===== config.mk =====
export PLATFORM = sky130hd
export DESIGN_NAME = if_fetch_queue
export DESIGN_NICKNAME = d
export VERILOG_FILES = /design/src/rtl/if_pkg.sv /design/src/rtl/if_ras.sv /design/src/rtl/if_fetch_queue.sv
export SDC_FILE = /design/constraint.sdc
export NUM_CORES = 1
export LEC_CHECK = 0
export ABC_CLOCK_PERIOD_IN_PS = 2910
export CAP_MARGIN = 10
export CORE_MARGIN = 2
export CORE_UTILIZATION = 40
export CTS_CLUSTER_DIAMETER = 150
export DETAILED_ROUTE_END_ITERATION = 10
export DONT_BUFFER_PORTS = 1
export HOLD_SLACK_MARGIN = 0.02
export PLACE_DENSITY = 0.65
export SLEW_MARGIN = 40
export SYNTH_ARGS = -nofsm -noshare
export SYNTH_HDL_FRONTEND = slang
export SYNTH_SLANG_ARGS = --single-unit

===== constraint.sdc =====
create_clock -name clk -period 2.91 [get_ports clk]
set_input_delay 0.4365 -clock clk [delete_from_list [all_inputs] [get_ports clk]]
set_output_delay 0.4365 -clock clk [all_outputs]
set_load 0.03 [all_outputs]

===== src/rtl/if_pkg.sv =====
// Shared types for the instruction-fetch slice: default widths, queue entry
// layout and the redirect-select encoding used by if_fetch_queue.
package if_pkg;

    localparam int AW_DEF = 16;
    localparam int IW_DEF = 16;

    // Prefetch queue entry at the default widths: fetched word plus its PC.
    typedef struct packed {
        logic [IW_DEF-1:0] instr;
        logic [AW_DEF-1:0] pc;
    } if_entry_t;

    typedef enum logic [1:0] {
        SEL_NONE,
        SEL_CALL,
        SEL_BRANCH,
        SEL_RET
    } redir_sel_t;

    // Fixed redirect priority: call beats branch beats ret.
    function automatic redir_sel_t redir_select(input logic call,
                                                input logic branch,
                                                input logic ret);
        if (call)   return SEL_CALL;
        if (branch) return SEL_BRANCH;
        if (ret)    return SEL_RET;
        return SEL_NONE;
    endfunction

endpackage


===== src/rtl/if_ras.sv =====
// Return-address stack: circular storage, top pointer and saturating depth.
// A push when full overwrites the oldest entry. Contents are discarded on rst
// by clearing the depth; the storage itself needs no reset.
module if_ras #(
    parameter int AW    = 16,
    parameter int DEPTH = 4
) (
    input  logic          clk,
    input  logic          rst,
    input  logic          push,
    input  logic [AW-1:0] push_addr,
    input  logic          pop,
    output logic [AW-1:0] top,
    output logic          empty
);

    localparam int PW = (DEPTH > 1) ? $clog2(DEPTH) : 1;
    localparam int DW = $clog2(DEPTH + 1);

    logic [AW-1:0] stack [DEPTH];
    logic [PW-1:0] ptr;       // next slot to write
    logic [PW-1:0] ptr_inc;
    logic [PW-1:0] ptr_dec;   // slot holding the current top
    logic [DW-1:0] depth;

    assign ptr_inc = (ptr == PW'(DEPTH - 1)) ? '0 : ptr + PW'(1);
    assign ptr_dec = (ptr == '0) ? PW'(DEPTH - 1) : ptr - PW'(1);
    assign top     = stack[ptr_dec];
    assign empty   = (depth == '0);

    // Pointer and depth bookkeeping; push takes precedence over pop.
    always_ff @(posedge clk or posedge rst) begin
        if (rst) begin
            ptr   <= '0;
            depth <= '0;
        end else if (push) begin
            ptr   <= ptr_inc;
            depth <= (depth == DW'(DEPTH)) ? depth : depth + DW'(1);
        end else if (pop && !empty) begin
            ptr   <= ptr_dec;
            depth <= depth - DW'(1);
        end
    end

    // Stack storage write.
    always_ff @(posedge clk) begin
        if (push) stack[ptr] <= push_addr;
    end

endmodule


===== src/rtl/if_fetch_queue.sv =====
// Instruction-fetch stage: owns the fetch PC, drives a synchronous imem with
// at most one request in flight, and buffers responses in a prefetch queue
// that drains to decode over valid/ready. Any redirect flushes queued and
// in-flight work. Optional feature macro: IF_RAS_EN (internal return-address
// stack supplying ret targets).
module if_fetch_queue
    import if_pkg::*;
#(
    parameter int AW        = AW_DEF,
    parameter int IW        = IW_DEF,
    parameter int QDEPTH    = 4,
    parameter int RAS_DEPTH = 4
) (
    input  logic          clk,
    input  logic          rst,
    input  logic          call,
    input  logic          branch,
    input  logic          ret,
    input  logic [AW-1:0] pc_call,
    input  logic [AW-1:0] pc_branch,
    input  logic [AW-1:0] pc_ret,
    input  logic [AW-1:0] ras_push_addr,
    output logic          imem_req,
    output logic [AW-1:0] imem_addr,
    input  logic [IW-1:0] imem_rdata,
    output logic          out_valid,
    input  logic          out_ready,
    output logic [IW-1:0] out_instr,
    output logic [AW-1:0] out_pc,
    output logic [AW-1:0] out_pc_inc,
    output logic          ras_empty
);

    localparam int QAW = $clog2(QDEPTH);
    localparam int CW  = QAW + 1;

    typedef struct packed {
        logic [IW-1:0] instr;
        logic [AW-1:0] pc;
    } entry_t;

    logic [AW-1:0]  fpc;
    logic [AW-1:0]  req_pc;    // PC of the request currently in flight
    logic [AW-1:0]  target;
    logic           infl;
    logic [CW-1:0]  count;
    logic [QAW-1:0] rd_ptr;
    logic [QAW-1:0] wr_ptr;
    entry_t         queue [QDEPTH];
    entry_t         head;
    redir_sel_t     sel;
    logic           redirect;
    logic           push;
    logic           pop;

    assign sel      = redir_select(call, branch, ret);
    assign redirect = (sel != SEL_NONE);
    assign out_valid = (count != '0);
    assign pop      = out_valid & out_ready;
    // A response arriving alongside a redirect is wrong-path and is dropped.
    assign push     = infl & ~redirect;
    // Reserving a slot for the in-flight word keeps the queue from overflowing.
    assign imem_req  = ~rst & ~redirect & ((count + CW'(infl)) < CW'(QDEPTH));
    assign imem_addr = fpc;

`ifdef IF_RAS_EN
    logic [AW-1:0] ras_top;
    logic          ras_pop;

    // Call+ret together: call wins, so the stack only pushes.
    assign ras_pop = (sel == SEL_RET) & ~ras_empty;

    if_ras #(
        .AW    (AW),
        .DEPTH (RAS_DEPTH)
    ) u_ras (
        .clk       (clk),
        .rst       (rst),
        .push      (call),
        .push_addr (ras_push_addr),
        .pop       (ras_pop),
        .top       (ras_top),
        .empty     (ras_empty)
    );
`else
    logic unused_ras;
    assign unused_ras = ^{ras_push_addr, (RAS_DEPTH > 0)};
    assign ras_empty  = 1'b1;
`endif

    // Redirect target selection.
    always_comb begin
        // NOTE: default first so every path assigns target and no latch is inferred.
        target = pc_ret;
        case (sel)
            SEL_CALL:   target = pc_call;
            SEL_BRANCH: target = pc_branch;
`ifdef IF_RAS_EN
            SEL_RET:    target = ras_empty ? pc_ret : ras_top;
`else
            SEL_RET:    target = pc_ret;
`endif
            default:    target = pc_ret;
        endcase
    end

    // Fetch PC and in-flight tracking.
    always_ff @(posedge clk or posedge rst) begin
        if (rst) begin
            // NOTE: non-blocking assignments so every flop samples pre-edge values.
            fpc    <= '0;
            req_pc <= '0;
            infl   <= 1'b0;
        end else begin
            infl <= imem_req;
            if (redirect) begin
                fpc <= target;
            end else if (imem_req) begin
                fpc    <= fpc + AW'(1);
                req_pc <= fpc;
            end
        end
    end

    // Queue pointers and occupancy; a redirect empties the queue outright.
    always_ff @(posedge clk or posedge rst) begin
        if (rst) begin
            count  <= '0;
            rd_ptr <= '0;
            wr_ptr <= '0;
        end else if (redirect) begin
            count  <= '0;
            rd_ptr <= '0;
            wr_ptr <= '0;
        end else begin
            if (push) wr_ptr <= wr_ptr + QAW'(1);
            if (pop)  rd_ptr <= rd_ptr + QAW'(1);
            case ({push, pop})
                2'b10:   count <= count + CW'(1);
                2'b01:   count <= count - CW'(1);
                default: count <= count;
            endcase
        end
    end

    // Queue storage write.
    always_ff @(posedge clk) begin
        // NOTE: storage is not reset; count gates every read, so stale data never escapes.
        if (push) queue[wr_ptr] <= '{instr: imem_rdata, pc: req_pc};
    end

    assign head       = queue[rd_ptr];
    assign out_instr  = out_valid ? head.instr : '0;
    assign out_pc     = out_valid ? head.pc : '0;
    assign out_pc_inc = out_pc + AW'(1);

endmodule


-- After elaboration in Yosys (flattened, before gate mapping)
Memory sizes are Yosys's and may differ from the RTL's.
Index checks and enable logic that the tools add are counted.
Widths: inputs -> output; s select.
- muxes and demuxes: 25
- equality and inequality tests: 4
- add/sub/neg operators: 7
- $lt $le $gt $ge: 1
- reduce and logical (&&, ||, !) cells: 7
- bitwise gates (word level): 6
- operators with widths (kind ; number):
    $mux 16 ; 4
    $add 16x1->16 const B ; 2
    $pmux 16 s2 ; 1
    $mux 2 ; 10
    $mux 1 ; 8
    $reduce_bool 2->1 ; 4
    $pmux 3 s2 ; 1
    $reduce_bool 3->1 ; 2
    $add 2x1->2 const B ; 2
    $and 1x1->1 ; 4
    $eq 2x1->1 const B ; 2
    $eq 2x2->1 const B ; 2
    $add 3x1->3 ; 1
    $add 3x1->3 const B ; 1
    $lt 3x3->1 const B ; 1
    $mux 3 ; 1
    $sub 3x1->3 const B ; 1
    $not 1->1 ; 2
    $reduce_and 2->1 ; 1
- memories: 1
- logic and storage cells: 57
- register bits after elaboration: 40
- bits of input ports: 86
- memory bits (writable): 128
- memory list (memory ; depth ; bits a word ; rd ports ; clocked after Yosys merged registers in ; wr ports ; line ; text):
    queue ; 4 ; 32 ; 1 ; 0 ; 1 ; if_fetch_queue.sv:49 ; entry_t queue [QDEPTH];

-- Logic depth before layout (Yosys ltp)
Gate-level depths: netlist of the first run.
- word-level depth: 13
- depth in mapped cells: 11

-- Worst setup path before layout of the first run
Ideal clock, no wire load.
- kind: flip-flop to output port
- start: reg count[0]
- end: out out_pc_inc[12]
- arrival time: 3.454 ns
- cell stages (with the launch flop): 12
- required time: 2.474 ns
- path buffers: 2
- setup slack: -0.980 ns
- path through: dfrtp_1 -> nor3_1 -> inv_1 -> clkbuf_1 -> clkbuf_1 -> nand2_1 -> inv_1 -> ha_1 -> nand2_1 -> or3_1 -> nor3_1 -> xor2_1
- word-level cells in the longest chain between the ends: 3
- ends and longest elaborated chain (element ; line ; text):
    start, declared ; if_fetch_queue.sv:46 ; logic [CW-1:0] count;
    start signal, assigned ; if_fetch_queue.sv:139 ; 2'b10: count <= count + CW'(1);
    start signal, assigned ; if_fetch_queue.sv:140 ; 2'b01: count <= count - CW'(1);
    start signal, assigned ; if_fetch_queue.sv:141 ; default: count <= count;
    $reduce_bool 3->1 ; if_fetch_queue.sv:58 ; assign out_valid = (count != '0);
    named net out_valid ; if_fetch_queue.sv:26 ; output logic out_valid,
    $mux 16 ; if_fetch_queue.sv:154 ; assign out_pc = out_valid ? head.pc : '0;
    named net out_pc[0] ; if_fetch_queue.sv:29 ; output logic [AW-1:0] out_pc,
    $add 16x1->16 ; if_fetch_queue.sv:155 ; assign out_pc_inc = out_pc + AW'(1);
    end, declared ; if_fetch_queue.sv:30 ; output logic [AW-1:0] out_pc_inc,
The timed path passes the listed nets, and every way through them passes these cells.

-- Worst setup path in the final report of the first run
- start: reg rd_ptr[0]
- end: out out_pc_inc[11]
- word-level cells in the longest chain between the ends: 3
- ends and longest elaborated chain (element ; line ; text):
    start, declared ; if_fetch_queue.sv:47 ; logic [QAW-1:0] rd_ptr;
    start signal, assigned ; if_fetch_queue.sv:137 ; if (pop) rd_ptr <= rd_ptr + QAW'(1);
    $mem_v2 4x32 ; - ;
    $mux 16 ; if_fetch_queue.sv:154 ;
    $add 16x1->16 ; if_fetch_queue.sv:155 ;
No other way between the ends.

==> impl_metrics.tcl, run 1 <==
set metrics [dict create \
    cts_buffer_depth 2 \
    drv_slew 0 \
    seq_area_frac_synth_pct 65.1 \
    pre_cts_ws_ns 0.175 \
    drive_above_1_share_pct 31.0 \
    finalNonFillerCells 777 \
    tns_ns -0.261 \
    rows 49 \
    crit_chain "buf_12 -> mux4_2 -> buf_4 -> nand3_4 -> nor4_4 -> nand3_2 -> xnor2_2 -> buf_6" \
    maxSlewHeadroom_pct 53.6 \
    combinationalPowerShare_pct 6.3 \
    grt_pass1_vias 4462 \
    setup_ws_ns -0.0870 \
    pwr-share-clk_pct 42.3 \
    total_power_mw 5.91 \
    drt_iter0_drc 197 \
    p_leak_nw 3.20 \
    syn2layout_area_growth_pct 19.4 \
    yosysWarnings 0 \
    synth-seq-cells 168 \
    die_h_microns 140 \
    end_kind "output pin" \
    overflow 0 \
    synthFlopType "edfxtp_1" \
    firstDrtPassIters 4 \
    coreArea_sq_mm 0.0181 \
    crit_path_max_fanout 12 \
    pwr-share-seq_pct 51.4 \
    critPathArrivalTime_ns 2.56 \
    hp-class "input port to flip-flop" \
    synthArstFlopShare_pct 23.8 \
    rsz0062_at_grt "yes" \
    setup_viol 6 \
    yosysTopAreaCellShare_pct 51.6 \
    fmax_mhz 334 \
    tightestPinTransition_ns 0.691 \
    clockRootBuffer "clkbuf_16" \
    dieArea_sq_mm 0.0197 \
    synthCells 486 \
    p_per_area_mw_per_mm2 665 \
    startpoint "rd_ptr[0]" \
    synthTopCellsByArea "edfxtp_1, dfrtp_1, mux4_2, and2_1, mux2_2" \
    clkTransAtPathRegs_ns 0.06 \
    final_common_cell "edfxtp_1" \
    grt_pass1_wl_microns 24300 \
    finalCriticalPeriod_ns 3.00 \
    synth.largest_area_cell "edfxtp_1" \
    p_sw_share_pct 23.0 \
    post_drt_wl_per_cell_microns 20.4 \
    cts_sinks 168 \
    clock_latency_ns 0.43 \
    wirelength_microns 15900 \
    violations "setup timing" \
    start_util_pct 41.2 \
    status "finished, violations left" \
    finalNetCount 632 \
    htree_num_levels 4 \
    p_int_mw 4.55 \
    avgSynthCellArea_sq_um 15.3 \
    start_kind "flip-flop" \
    required_ns 2.47 \
    drtAntennaViolNets 0 \
    vias_per_cell 5.49 \
    dpl.cell_count 728 \
    remaining_drc_errors 0 \
    io_pins 153 \
    io_buffers 0 \
    dpl_cell_area_sq_mm 0.00794 \
    power.switching_mw 1.36 \
    track_usage_pct 16.4 \
    dp.final_hpwl_microns 10500 \
    n_antenna_cell 0 \
    hold_ws_ns 0.104 \
    die_w_microns 140 \
    vias 4269 \
    routabilityCongestion 0.815 \
    r2r_start "infl" \
    finalHoldViolCount 0 \
    critical_path_class "flip-flop to output pin" \
    cts_buffers 17 \
    netlist_area_sq_mm 0.00745 \
    cts_tree "yes" \
    vdd_drop_max_mv 0.385 \
    synth_edf_count 128 \
    final_area_sq_mm 0.00889 \
    antenna_found_initial 0 \
    fin_crit_sh_pct 103 \
    fin_skew_ns 0.00663 \
    slowest_stage "dfrtp_2" \
    mostFrequentLayoutCells "edfxtp_1, buf_4, dfrtp_1" \
    hold_start "imem_rdata[7]" \
    maxCapViolations 0 \
    grt_max_degree 37 \
    synth_nets 582 \
    cp_slowest_stage_delay_ns 0.48 \
    post-route-util_pct 49.2 \
    synth.distinct_cells 44 \
]
[worst max-delay path: cells and delay by family, from the launching register on]
kind | cells | cell delay, ns
flops | 1 | 0.48
xor+xnor | 1 | 0.22
mux | 1 | 0.38
simple gates | 3 | 0.58
buf+inv | 3 | 0.47
[registers in the layout, summed over array words and instances, names as in the netlist]
register   cells
count          3
imem_addr     16
infl           1
queue        128
rd_ptr         2
req_pc        16
wr_ptr         2
[Yosys cell counts (2+ instances only)]
cell      count
a211oi_1     16
a21oi_1      16
a22oi_1      16
and2_1       30
and3_1        7
and4_1        3
buf_2         5
buf_4         2
buf_6         3
clkbuf_1     17
dfrtp_1      40
edfxtp_1    128
ha_1          9
inv_1        13
mux2_2       16
mux2i_1       2
mux4_1        5
mux4_2       27
nand2_1      15
nand3_1      14
nand4_1       4
nor2_1       33
nor3_1       15
or2_2         2
xnor2_1      19
xor2_1       11
[power by group through the flow]
stage                     Combinational [mW]  Sequential (mW)  Clock, mW
final                                  0.371             3.04       2.50
after global routing                   0.409             3.07       2.64
after CTS                              0.368             3.04       2.54
after detailed placement               0.360             3.09          0
after global placement                 0.348             3.07          0
after floorplan                        0.301             3.00          0
[per-layer routing]
| metal | global-route usage (%) | part of all wire, % | up-vias |
|---|---|---|---|
| met5 | 0 | 0 | - |
| met4 | 6.17 | 1.9 | 0 |
| met3 | 6.80 | 8.9 | 25 |
| met2 | 25.9 | 47 | 179 |
| met1 | 20.3 | 42 | 2115 |
| li1 | - | - | 1950 |
[kinds of logic after synthesis]
| family | count (synthesis) | share of synthesized area (%) |
|---|---|---|
| other cells | 1 | 0.0504 |
| simple gates | 130 | 9.19 |
| flops | 168 | 65.1 |
| mux | 50 | 12.6 |
| buf+inv | 41 | 2.55 |
| compound gates | 56 | 5.23 |
| xor+xnor | 30 | 3.53 |
| fa+ha+maj | 10 | 1.78 |
[final cells by class]
class | count | area [sq um]
clock inverter | 13 | 225
timing repair buffer | 58 | 480
fill | 1516 | 9200
tap | 229 | 287
clock buffer | 18 | 429
multi-input combinational | 277 | 2570
sequential | 168 | 4850
inverter | 14 | 55.1
[what timing repair did]
action	4_1_cts	5_1_grt
hold buffers	0	1
resized for setup	27	15
pin swaps	7	7
buffers inserted	9	8
hold endpoints to repair	0	19
endpoints found under the setup margin	9	9
[final timing paths]
path | end | slack, ns | cells past startpoint
worst max register to register | imem_addr[13] | 0.44 | 5
worst min register to register | queue[0][12] | 0.52 | 0
worst max-delay path | out_pc_inc[11] | -0.09 | 8
max in group asynchronous | req_pc[8] | 1.76 | 3
min in group asynchronous | imem_addr[2] | 0.48 | 2
worst min-delay path | queue[3][23] | 0.10 | 0
(Power assumes the default switching activity.)
==> run 2: changes to the inputs <==
ABC_CLOCK_PERIOD_IN_PS = 3600   (was 2910)
clock period = 3.6 ns   (was 2.91 ns; I/O delays follow)
==> run 2 against run 1 <==
The flow finishes with violations (DRC). Global-route usage decreased by 0.64 points. Core utilization fell by 2.3 points. Setup slack improved by 0.28 ns. Clock-buffer cell count is 1 higher. First-iteration DRC count is 68% higher. Sequential cell count did not move. Power decreased by 22%. Wire length is 4.3% lower. Combinational power fell by 23%. Clock power is 25% lower. Sequential power decreased by 19%. Design area decreased by 4.6%. Critical endpoint is now out_pc_inc[14].
==> impl_metrics.tcl, run 2 (synthesized netlist as in run 1, its figures left out) <==
set metrics [dict create \
    finalHoldViolCount 0 \
    cts_buffer_depth 2 \
    drt_iter0_drc 330 \
    hold_ws_ns 0.0210 \
    wirelength_microns 15200 \
    cts_tree "yes" \
    dieArea_sq_mm 0.0197 \
    n_antenna_cell 0 \
    die_w_microns 140 \
    setup_viol 0 \
    clockRootBuffer "clkbuf_16" \
    cts_setup_buffers 0 \
    dpl.cell_count 718 \
    io_buffers 0 \
    rows 49 \
    drv_slew 0 \
    fin_skew_ns 0.00956 \
    cts_sinks 168 \
    clock_latency_ns 0.42 \
    finalCriticalPeriod_ns 3.41 \
    final_common_cell "edfxtp_1" \
    cts_buffers 17 \
    largest-register "queue" \
    required_ns 3.06 \
    remaining_drc_errors 1 \
    htree_num_levels 4 \
    tightestPinTransition_ns 0.620 \
    finalNetCount 604 \
    io_pins 153 \
    tns_ns 0 \
    vias_per_cell 5.53 \
    crit_path_max_fanout 10 \
    grt_max_degree 37 \
    mostFrequentLayoutCells "edfxtp_1, dfrtp_1, nor2_1" \
    fin_crit_sh_pct 94.7 \
    dp.final_hpwl_microns 10300 \
    start_kind "flip-flop" \
    syn2layout_area_growth_pct 13.9 \
    rsz0062_at_grt "no" \
    fmax_mhz 293 \
    end_kind "output pin" \
    vdd_drop_max_mv 0.286 \
    vias 4146 \
    post_drt_wl_per_cell_microns 20.2 \
    largest_reg_flops 128 \
    firstDrtPassIters 10 \
    die_h_microns 140 \
    routabilityCongestion 0.813 \
    finalNonFillerCells 750 \
    p_per_area_mw_per_mm2 544 \
    drtAntennaViolNets 0 \
    grt_pass1_vias 4244 \
    track_usage_pct 15.8 \
    coreArea_sq_mm 0.0181 \
    maxSlewHeadroom_pct 58.3 \
    hp-class "input port to async pin" \
    antenna_found_initial 0 \
    postCtsHoldBufs 0 \
    critical_path_class "flip-flop to output pin" \
    critPathArrivalTime_ns 2.87 \
    grt_pass1_wl_microns 23600 \
    p_leak_nw 2.97 \
    setup_ws_ns 0.192 \
    cts_resized 0 \
    status "finished, violations left" \
    clkTransAtPathRegs_ns 0.06 \
    maxCapViolations 0 \
    start_util_pct 41.2 \
    overflow 0 \
    pre_cts_ws_ns 0.506 \
    violations "DRC" \
    ff2ff_path_depth 8 \
    drive_above_1_share_pct 22.8 \
]
[run 2: cell type report]
type | count | area (sq um)
Fill cell | 1544 | 9610
Clock buffer | 19 | 433
Tap cell | 229 | 287
Inverter | 14 | 52.6
Sequential cell | 168 | 4850
Clock inverter | 13 | 178
Timing Repair Buffer | 30 | 233
Multi-Input combinational cell | 277 | 2450
[run 2: where the power goes]
group,internal (mW),switching (mW)
Clock,1.16,0.710
Sequential,2.25,0.211
Combinational,0.128,0.159
Total,3.53,1.08
[run 2: final timing paths]
kind,from,endpoint,slack (ns)
max in group asynchronous,rst,req_pc[11],2.84
setup / recovery,rd_ptr[0],out_pc_inc[14],0.19
min in group clk,imem_rdata[10],queue[3][26],0.21
hold / removal,rst,count[2],0.02
setup reg to reg,count[1],count[2],1.02
hold reg to reg,req_pc[8],queue[3][8],0.53
[run 2: metal layers]
| metal | vias to the layer above | share of wire (%) | global-route usage [%] | wire [microns] |
|---|---|---|---|---|
| li1 | 1898 | - | - | - |
| met1 | 2056 | 44 | 20.1 | 6610 |
| met2 | 177 | 46 | 24.9 | 7030 |
| met3 | 15 | 8.9 | 6.09 | 1350 |
| met4 | 0 | 1.2 | 5.37 | 178 |
| met5 | - | 0 | 0 | 0 |
[run 2: metrics by stage]
step	cell area [sq um]	util, %	power, mW
6_report	8480	46.9	4.61
5_1_grt	8480	46.9	4.79
4_1_cts	8450	46.7	4.66
3_5_place_dp	7840	43.4	2.78
3_3_place_gp	7840	43.4	2.76
2_1_floorplan	7460	-	2.67
[run 2: worst max-delay path, cell delays in order, from the launching register on]
cell,delay [ns]
dfrtp_2,0.52
mux4_2,0.39
and2_1,0.16
ha_1,0.24
nand2_1,0.11
or3_1,0.41
nor3_2,0.26
xor2_2,0.17
buf_4,0.18
